$ cat src/rtl/sha256_pkg.sv
// sha256_pkg
//   Shared definitions for the SHA-256/SHA-224 streaming core:
//   round constants, initial hash values for both modes, the control
//   FSM state type and the SHA-2 bitwise helper functions.
package sha256_pkg;

    typedef enum logic [1:0] {
        S_IDLE   = 2'd0,
        S_ROUNDS = 2'd1,
        S_UPDATE = 2'd2,
        S_OUTPUT = 2'd3
    } state_e;

    localparam logic [31:0] SHA_K [0:63] = '{
        32'h428a2f98, 32'h71374491, 32'hb5c0fbcf, 32'he9b5dba5,
        32'h3956c25b, 32'h59f111f1, 32'h923f82a4, 32'hab1c5ed5,
        32'hd807aa98, 32'h12835b01, 32'h243185be, 32'h550c7dc3,
        32'h72be5d74, 32'h80deb1fe, 32'h9bdc06a7, 32'hc19bf174,
        32'he49b69c1, 32'hefbe4786, 32'h0fc19dc6, 32'h240ca1cc,
        32'h2de92c6f, 32'h4a7484aa, 32'h5cb0a9dc, 32'h76f988da,
        32'h983e5152, 32'ha831c66d, 32'hb00327c8, 32'hbf597fc7,
        32'hc6e00bf3, 32'hd5a79147, 32'h06ca6351, 32'h14292967,
        32'h27b70a85, 32'h2e1b2138, 32'h4d2c6dfc, 32'h53380d13,
        32'h650a7354, 32'h766a0abb, 32'h81c2c92e, 32'h92722c85,
        32'ha2bfe8a1, 32'ha81a664b, 32'hc24b8b70, 32'hc76c51a3,
        32'hd192e819, 32'hd6990624, 32'hf40e3585, 32'h106aa070,
        32'h19a4c116, 32'h1e376c08, 32'h2748774c, 32'h34b0bcb5,
        32'h391c0cb3, 32'h4ed8aa4a, 32'h5b9cca4f, 32'h682e6ff3,
        32'h748f82ee, 32'h78a5636f, 32'h84c87814, 32'h8cc70208,
        32'h90befffa, 32'ha4506ceb, 32'hbef9a3f7, 32'hc67178f2
    };

    localparam logic [31:0] SHA256_IV [0:7] = '{
        32'h6a09e667, 32'hbb67ae85, 32'h3c6ef372, 32'ha54ff53a,
        32'h510e527f, 32'h9b05688c, 32'h1f83d9ab, 32'h5be0cd19
    };

    localparam logic [31:0] SHA224_IV [0:7] = '{
        32'hc1059ed8, 32'h367cd507, 32'h3070dd17, 32'hf70e5939,
        32'hffc00b31, 32'h68581511, 32'h64f98fa7, 32'hbefa4fa4
    };

    function automatic logic [31:0] rotr(input logic [31:0] x, input int n);
        return (x >> n) | (x << (32 - n));
    endfunction

    function automatic logic [31:0] ch(input logic [31:0] x, input logic [31:0] y,
                                       input logic [31:0] z);
        return (x & y) ^ (~x & z);
    endfunction

    function automatic logic [31:0] maj(input logic [31:0] x, input logic [31:0] y,
                                        input logic [31:0] z);
        return (x & y) ^ (x & z) ^ (y & z);
    endfunction

    function automatic logic [31:0] Sigma0(input logic [31:0] x);
        return rotr(x, 2) ^ rotr(x, 13) ^ rotr(x, 22);
    endfunction

    function automatic logic [31:0] Sigma1(input logic [31:0] x);
        return rotr(x, 6) ^ rotr(x, 11) ^ rotr(x, 25);
    endfunction

    function automatic logic [31:0] sigma0(input logic [31:0] x);
        return rotr(x, 7) ^ rotr(x, 18) ^ (x >> 3);
    endfunction

    function automatic logic [31:0] sigma1(input logic [31:0] x);
        return rotr(x, 17) ^ rotr(x, 19) ^ (x >> 10);
    endfunction

    // Initial hash word idx for the selected mode (1 = SHA-224).
    function automatic logic [31:0] iv_word(input logic sha224, input logic [2:0] idx);
        return sha224 ? SHA224_IV[idx] : SHA256_IV[idx];
    endfunction

endpackage

$ cat src/rtl/sha256_round.sv
// sha256_round
//   One purely combinational SHA-2 compression round.
//   Ports: a_i..h_i  current working variables
//          k_i       round constant
//          w_i       message schedule word for this round
//          a_o..h_o  working variables after the round
module sha256_round
    import sha256_pkg::*;
(
    input  logic [31:0] a_i,
    input  logic [31:0] b_i,
    input  logic [31:0] c_i,
    input  logic [31:0] d_i,
    input  logic [31:0] e_i,
    input  logic [31:0] f_i,
    input  logic [31:0] g_i,
    input  logic [31:0] h_i,
    input  logic [31:0] k_i,
    input  logic [31:0] w_i,
    output logic [31:0] a_o,
    output logic [31:0] b_o,
    output logic [31:0] c_o,
    output logic [31:0] d_o,
    output logic [31:0] e_o,
    output logic [31:0] f_o,
    output logic [31:0] g_o,
    output logic [31:0] h_o
);

    logic [31:0] t1;
    logic [31:0] t2;

    assign t1  = h_i + Sigma1(e_i) + ch(e_i, f_i, g_i) + k_i + w_i;
    assign t2  = Sigma0(a_i) + maj(a_i, b_i, c_i);

    assign a_o = t1 + t2;
    assign b_o = a_i;
    assign c_o = b_i;
    assign d_o = c_i;
    assign e_o = d_i + t1;
    assign f_o = e_i;
    assign g_o = f_i;
    assign h_o = g_i;

endmodule

$ cat src/rtl/sha256_stream_core.sv
// sha256_stream_core
//   Multi-block SHA-256 / SHA-224 compression engine. Accepts padded
//   512-bit blocks, chains the intermediate hash across blocks and
//   presents the digest after the block marked last.
//   Ports: clk, rst (sync, active-high), ena (clock enable)
//          block_data/block_valid/block_last/mode/block_ready  block input
//          hash_data/hash_valid/hash_ready                     digest output
//   ROUNDS_PER_CYCLE (1, 2 or 4) rounds are evaluated each cycle.
module sha256_stream_core
    import sha256_pkg::*;
#(
    parameter int ROUNDS_PER_CYCLE = 1
) (
    input  logic         clk,
    input  logic         rst,
    input  logic         ena,
    input  logic [511:0] block_data,
    input  logic         block_valid,
    input  logic         block_last,
    input  logic         mode,
    output logic         block_ready,
    output logic [255:0] hash_data,
    output logic         hash_valid,
    input  logic         hash_ready
);

    localparam int R = ROUNDS_PER_CYCLE;

    if (!(R == 1 || R == 2 || R == 4)) begin : g_bad_rounds
        $error("sha256_stream_core: ROUNDS_PER_CYCLE must be 1, 2 or 4");
    end

    state_e      state_q, state_d;
    logic [31:0] h_q  [8];
    logic [31:0] h_d  [8];
    logic [31:0] wv_q [8];
    logic [31:0] wv_d [8];
    logic [31:0] w_q  [16];
    logic [31:0] w_d  [16];
    logic [5:0]  round_q, round_d;
    logic        first_q, first_d;
    logic        mode_q, mode_d;
    logic        last_q, last_d;

    logic [31:0] w_rnd   [R];
    logic [31:0] w_shift [16];
    logic [31:0] wv_rnd  [8];

    // Rolling schedule: w_q[0] is W[round]. Extend the window by R words
    // (each new word may depend on the one just generated), feed the first
    // R words to the rounds and slide the window forward by R.
    always_comb begin : sched
        logic [31:0] ext [16+R];
        for (int i = 0; i < 16; i++) begin
            ext[i] = w_q[i];
        end
        for (int j = 16; j < 16 + R; j++) begin
            ext[j] = sigma1(ext[j-2]) + ext[j-7] + sigma0(ext[j-15]) + ext[j-16];
        end
        for (int i = 0; i < R; i++) begin
            w_rnd[i] = ext[i];
        end
        for (int i = 0; i < 16; i++) begin
            w_shift[i] = ext[i+R];
        end
    end

    // Chain of R combinational rounds starting from the working registers.
    for (genvar r = 0; r < R; r++) begin : g_rnd
        logic [31:0] in_v  [8];
        logic [31:0] out_v [8];

        if (r == 0) begin : g_head
            assign in_v = wv_q;
        end else begin : g_link
            assign in_v = g_rnd[r-1].out_v;
        end

        sha256_round u_round (
            .a_i (in_v[0]),
            .b_i (in_v[1]),
            .c_i (in_v[2]),
            .d_i (in_v[3]),
            .e_i (in_v[4]),
            .f_i (in_v[5]),
            .g_i (in_v[6]),
            .h_i (in_v[7]),
            .k_i (SHA_K[round_q + 6'(r)]),
            .w_i (w_rnd[r]),
            .a_o (out_v[0]),
            .b_o (out_v[1]),
            .c_o (out_v[2]),
            .d_o (out_v[3]),
            .e_o (out_v[4]),
            .f_o (out_v[5]),
            .g_o (out_v[6]),
            .h_o (out_v[7])
        );
    end

    assign wv_rnd = g_rnd[R-1].out_v;

    // SHA-224 truncates to seven words; the unused low word reads as zero.
    assign hash_data = {h_q[0], h_q[1], h_q[2], h_q[3], h_q[4], h_q[5], h_q[6],
                        mode_q ? 32'h0 : h_q[7]};

    always_comb begin
        state_d     = state_q;
        h_d         = h_q;
        wv_d        = wv_q;
        w_d         = w_q;
        round_d     = round_q;
        first_d     = first_q;
        mode_d      = mode_q;
        last_d      = last_q;
        block_ready = 1'b0;
        hash_valid  = 1'b0;

        case (state_q)
            S_IDLE: begin
                block_ready = ena && !rst;
                if (block_valid && block_ready) begin
                    for (int i = 0; i < 16; i++) begin
                        w_d[i] = block_data[511 - 32*i -: 32];
                    end
                    if (first_q) begin
                        // New message: mode is only honoured here.
                        mode_d  = mode;
                        first_d = 1'b0;
                        for (int i = 0; i < 8; i++) begin
                            h_d[i]  = iv_word(mode, 3'(i));
                            wv_d[i] = iv_word(mode, 3'(i));
                        end
                    end else begin
                        wv_d = h_q;
                    end
                    last_d  = block_last;
                    round_d = 6'd0;
                    state_d = S_ROUNDS;
                end
            end

            S_ROUNDS: begin
                wv_d    = wv_rnd;
                w_d     = w_shift;
                round_d = round_q + 6'(R);
                if (round_q == 6'(64 - R)) begin
                    state_d = S_UPDATE;
                end
            end

            S_UPDATE: begin
                for (int i = 0; i < 8; i++) begin
                    h_d[i] = h_q[i] + wv_q[i];
                end
                state_d = last_q ? S_OUTPUT : S_IDLE;
            end

            S_OUTPUT: begin
                hash_valid = ena && !rst;
                if (hash_valid && hash_ready) begin
                    first_d = 1'b1;
                    state_d = S_IDLE;
                end
            end

            default: state_d = S_IDLE;
        endcase
    end

    always_ff @(posedge clk) begin
        if (rst) begin
            state_q <= S_IDLE;
        end else if (ena) begin
            state_q <= state_d;
        end
    end

    always_ff @(posedge clk) begin
        if (rst) begin
            for (int i = 0; i < 8; i++) begin
                h_q[i]  <= 32'h0;
                wv_q[i] <= 32'h0;
            end
            for (int i = 0; i < 16; i++) begin
                w_q[i] <= 32'h0;
            end
            round_q <= 6'd0;
            first_q <= 1'b1;
            mode_q  <= 1'b0;
            last_q  <= 1'b0;
        end else if (ena) begin
            h_q     <= h_d;
            wv_q    <= wv_d;
            w_q     <= w_d;
            round_q <= round_d;
            first_q <= first_d;
            mode_q  <= mode_d;
            last_q  <= last_d;
        end
    end

endmodule

$ cat config.mk
export PLATFORM = sky130hd
export DESIGN_NAME = sha256_stream_core
export DESIGN_NICKNAME = d
export VERILOG_FILES = /design/src/rtl/sha256_pkg.sv /design/src/rtl/sha256_round.sv /design/src/rtl/sha256_stream_core.sv
export SDC_FILE = /design/constraint.sdc
export NUM_CORES = 2
export LEC_CHECK = 0
export BUFFER_PORTS_ARGS = -buffer_cell sky130_fd_sc_hd__buf_2
export CAP_MARGIN = 20
export CORE_MARGIN = 3
export CORE_UTILIZATION = 35
export CTS_BUF_LIST = sky130_fd_sc_hd__clkbuf_4 sky130_fd_sc_hd__clkbuf_8
export CTS_CLUSTER_DIAMETER = 40
export DETAILED_ROUTE_END_ITERATION = 8
export GPL_TIMING_DRIVEN = 0
export PLACE_DENSITY = 0.55
export RECOVER_POWER = 100
export SLEW_MARGIN = 25
export SYNTH_ARGS = -nofsm -noshare
export SYNTH_HDL_FRONTEND = slang
export SYNTH_SLANG_ARGS = --single-unit
$ cat constraint.sdc
create_clock -name clk -period 23.6 [get_ports clk]
set_input_delay 2.36 -clock clk [delete_from_list [all_inputs] [get_ports clk]]
set_output_delay 2.36 -clock clk [all_outputs]
set_load 0.02 [all_outputs]
==> reports/metrics.yaml <==
cts_resized: 0
grt_remaining_overflow: 0
wl_per_cell_um: 35.5
fmax_ghz: 0.0779
synth-simple-area-share: 0.194
synth_cell_types: 87
synth_top_family_by_area: "compound AO/OA/AOI/OAI gates"
required_ps: 24510
setup_tns_ps: 0
cap_viol_max_count: 22
post-place-ws_ps: 12850
status: "finished with violations"
drt_pass1_iterations: 9
io-pin-count: 777
antenna_found_initial: 79
final_area_um2: 87600
grt_pass1_vias: 78039
rows: 167
holdWs_ps: 437
synth-adder-area-share: 0.124
initial_core_util: 0.354
placed_cell_area_um2: 82300
drt_wl_total_mm: 489
final_common_cell: "nand2_1"
hold_viol_final: 0
dieArea_um2: 216000
yosysWarnings: 0
drc: 0
synth_seq_area_share: 0.281
worst_slew_pin_slew_ps: 2340
fin_nets: 11839
power.density_nw_per_um2: 139
setup_slack_ps: 10770
final.min_clock_period_ps: 12830
crit_fanout: 19
synthToLayoutAreaGrowth_pct: 18.9
clock_sinks: 1035
ant_nets: 0
clk_path_buf_depth: 3
cts_setup_buffers: 0
power_uw: 12200
route.vias.total: 83745
rsz0062_at_grt: "no"
vdd_ir_drop_max_uv: 190
synth_fp_nets: 10781
numCtsBuffers: 237
finalCritPeriodShare: 0.544
synthCells: 9670
grt_use_total: 0.431
final-max-slew-violation-count: 176
syn_area_um2: 73700
synth-edff-count: 0
hold_buffers: 0
violations: "max-capacitance violations, max-slew violations"
crit_type: "reg2reg"
timing.critical_path.mode_cell: "inv_1"
gp_congestion: 1.07
worstSetupEndpointType: "flip-flop"
coreArea_um2: 208000
path_clk_slew_ps: 60
startpoint_type: "flip-flop"
port_buffers: 775
root_buffer: "clkbuf_8"
initialDrtViolationCount: 11188
dp_hpwl_mm: 396
die_w_um: 465
cts_tree: "built"
vias_per_cell: 6.09
synth_compound_area_frac: 0.238
cpPeakStageDelay_ps: 1810
synth-seq-cells: 1035
syn_area_per_cell_um2: 7.62
async_reset_ff_frac: 0
critPathSlowestCell: "a211oi_1"
synth_mux_area_frac: 0.00933
grt_max_degree: 20
die_h_um: 465
final_cell_mix: "1477 x nand2_1, 1186 x nor2_1, 1035 x dfxtp_1"
relSlewSlack: -0.570
clock_skew_ps: 84.7
synth-main-ff-cell: "dfxtp_1"
drive_gt1_frac: 0.136
final-setup-viol-count: 0
grt_pass1_wl_mm: 649
worst-endpoint-arrival_ps: 13740
h-tree-depth: 4
min_path_type: "reg2reg"
clock_latency_ps: 1090
synth-xor-area-share: 0.0686
static-leakage-power_uw: 0.0373
==> registers in the layout, indices dropped and copies added, names as in the netlist, 2 cells and up <==
register    count
sched.ext     480
g_rnd.in_v    256
hash_data     224
h_q            32
w_rnd          32
round_q         6
state_q         2
==> synth_stat cells (13+ instances only) <==
library cell | number | area (um2)
nand4_1 | 25 | 156
o22ai_1 | 34 | 213
nand2_1 | 1478 | 5550
a21oi_1 | 632 | 3160
buf_1 | 50 | 188
fa_1 | 197 | 3940
nor2b_1 | 89 | 557
ha_1 | 395 | 4940
a211oi_1 | 202 | 1520
a221o_1 | 19 | 190
dfxtp_1 | 1035 | 20700
a32o_1 | 16 | 160
o211ai_1 | 137 | 1030
o31ai_1 | 24 | 180
clkbuf_1 | 718 | 2700
xor2_1 | 207 | 1810
xnor2_1 | 367 | 3210
o21bai_1 | 40 | 300
o221ai_1 | 23 | 201
a211o_1 | 15 | 131
inv_1 | 449 | 1690
o21ai_0 | 323 | 1620
a22oi_1 | 52 | 390
o21a_1 | 57 | 428
nor3_1 | 257 | 1290
and3_1 | 58 | 363
nand2b_1 | 52 | 325
mux2i_1 | 27 | 270
mux2_2 | 31 | 349
a311oi_1 | 497 | 4350
a221oi_1 | 13 | 114
a31oi_1 | 54 | 338
buf_4 | 224 | 1680
nand3_1 | 183 | 916
or3_1 | 35 | 219
and2_1 | 14 | 87.6
a222oi_1 | 55 | 551
a2111oi_0 | 14 | 123
maj3_1 | 22 | 220
nor2_1 | 1187 | 4460
a21o_1 | 174 | 1310
==> through the flow <==
stage               cells  utilization
global placement    13233        0.389
floorplan            9670            -
global route        13721        0.420
detailed placement  13277        0.395
finish              13756        0.421
CTS                 13714        0.423
==> logic make-up (layout without fill, tap and decap cells) <==
group,Yosys count,in the layout
other cells,0,42
compound gates,2516,2516
simple gates,3426,3426
mux,61,61
flops,1035,1035
buf+inv,1443,2699
xor+xnor,575,575
fa+ha+maj,614,614
==> worst max-delay path: cells and delay by family (launching register included) <==
kind | cells | cell delay [ps]
compound gates | 12 | 5770
simple gates | 4 | 800
buf+inv | 8 | 2810
xor+xnor | 1 | 150
flops | 1 | 590
fa+ha+maj | 6 | 2590
==> where the power goes <==
group / internal (uW) / leakage (uW) / switching (uW)
clock: 1540 / 0.00301 / 1020
combinational: 2610 / 0.0258 / 4930
sequential: 1910 / 0.00847 / 203
==> final cells by class <==
| class | count | area (um2) |
|---|---|---|
| multi-input combinational | 7192 | 46700 |
| buffer | 992 | 4670 |
| inverter | 451 | 1690 |
| fill | 21966 | 121000 |
| timing repair buffer | 819 | 4430 |
| clock buffer | 338 | 4360 |
| tap | 2788 | 3490 |
| antenna | 42 | 105 |
| clock inverter | 99 | 1460 |
| sequential | 1035 | 20700 |
==> worst paths after layout <==
check | slack (ps) | end | from | cells after the start
worst max-delay path | 10770 | g_rnd[0].in_v[254]$_SDFFE_PP0P_ | round_q[2]$_SDFFE_PP0P_ | 31
worst min register to register | 440 | sched.ext[158]$_SDFFE_PP0P_ | sched.ext[126]$_SDFFE_PP0P_ | 2
worst min-delay path | 440 | sched.ext[158]$_SDFFE_PP0P_ | sched.ext[126]$_SDFFE_PP0P_ | 2
worst max register to register | 10770 | g_rnd[0].in_v[254]$_SDFFE_PP0P_ | round_q[2]$_SDFFE_PP0P_ | 31
==> layer usage <==
layer | vias to the layer above | GRT usage | wire length (um)
met2 | 5529 | 0.644 | 205000
met1 | 40756 | 0.525 | 187000
met4 | 58 | 0.316 | 44200
li1 | 35956 | - | -
met3 | 1446 | 0.127 | 52500
met5 | - | 0 | 409
Note: power is estimated with default switching activity, not from simulation.
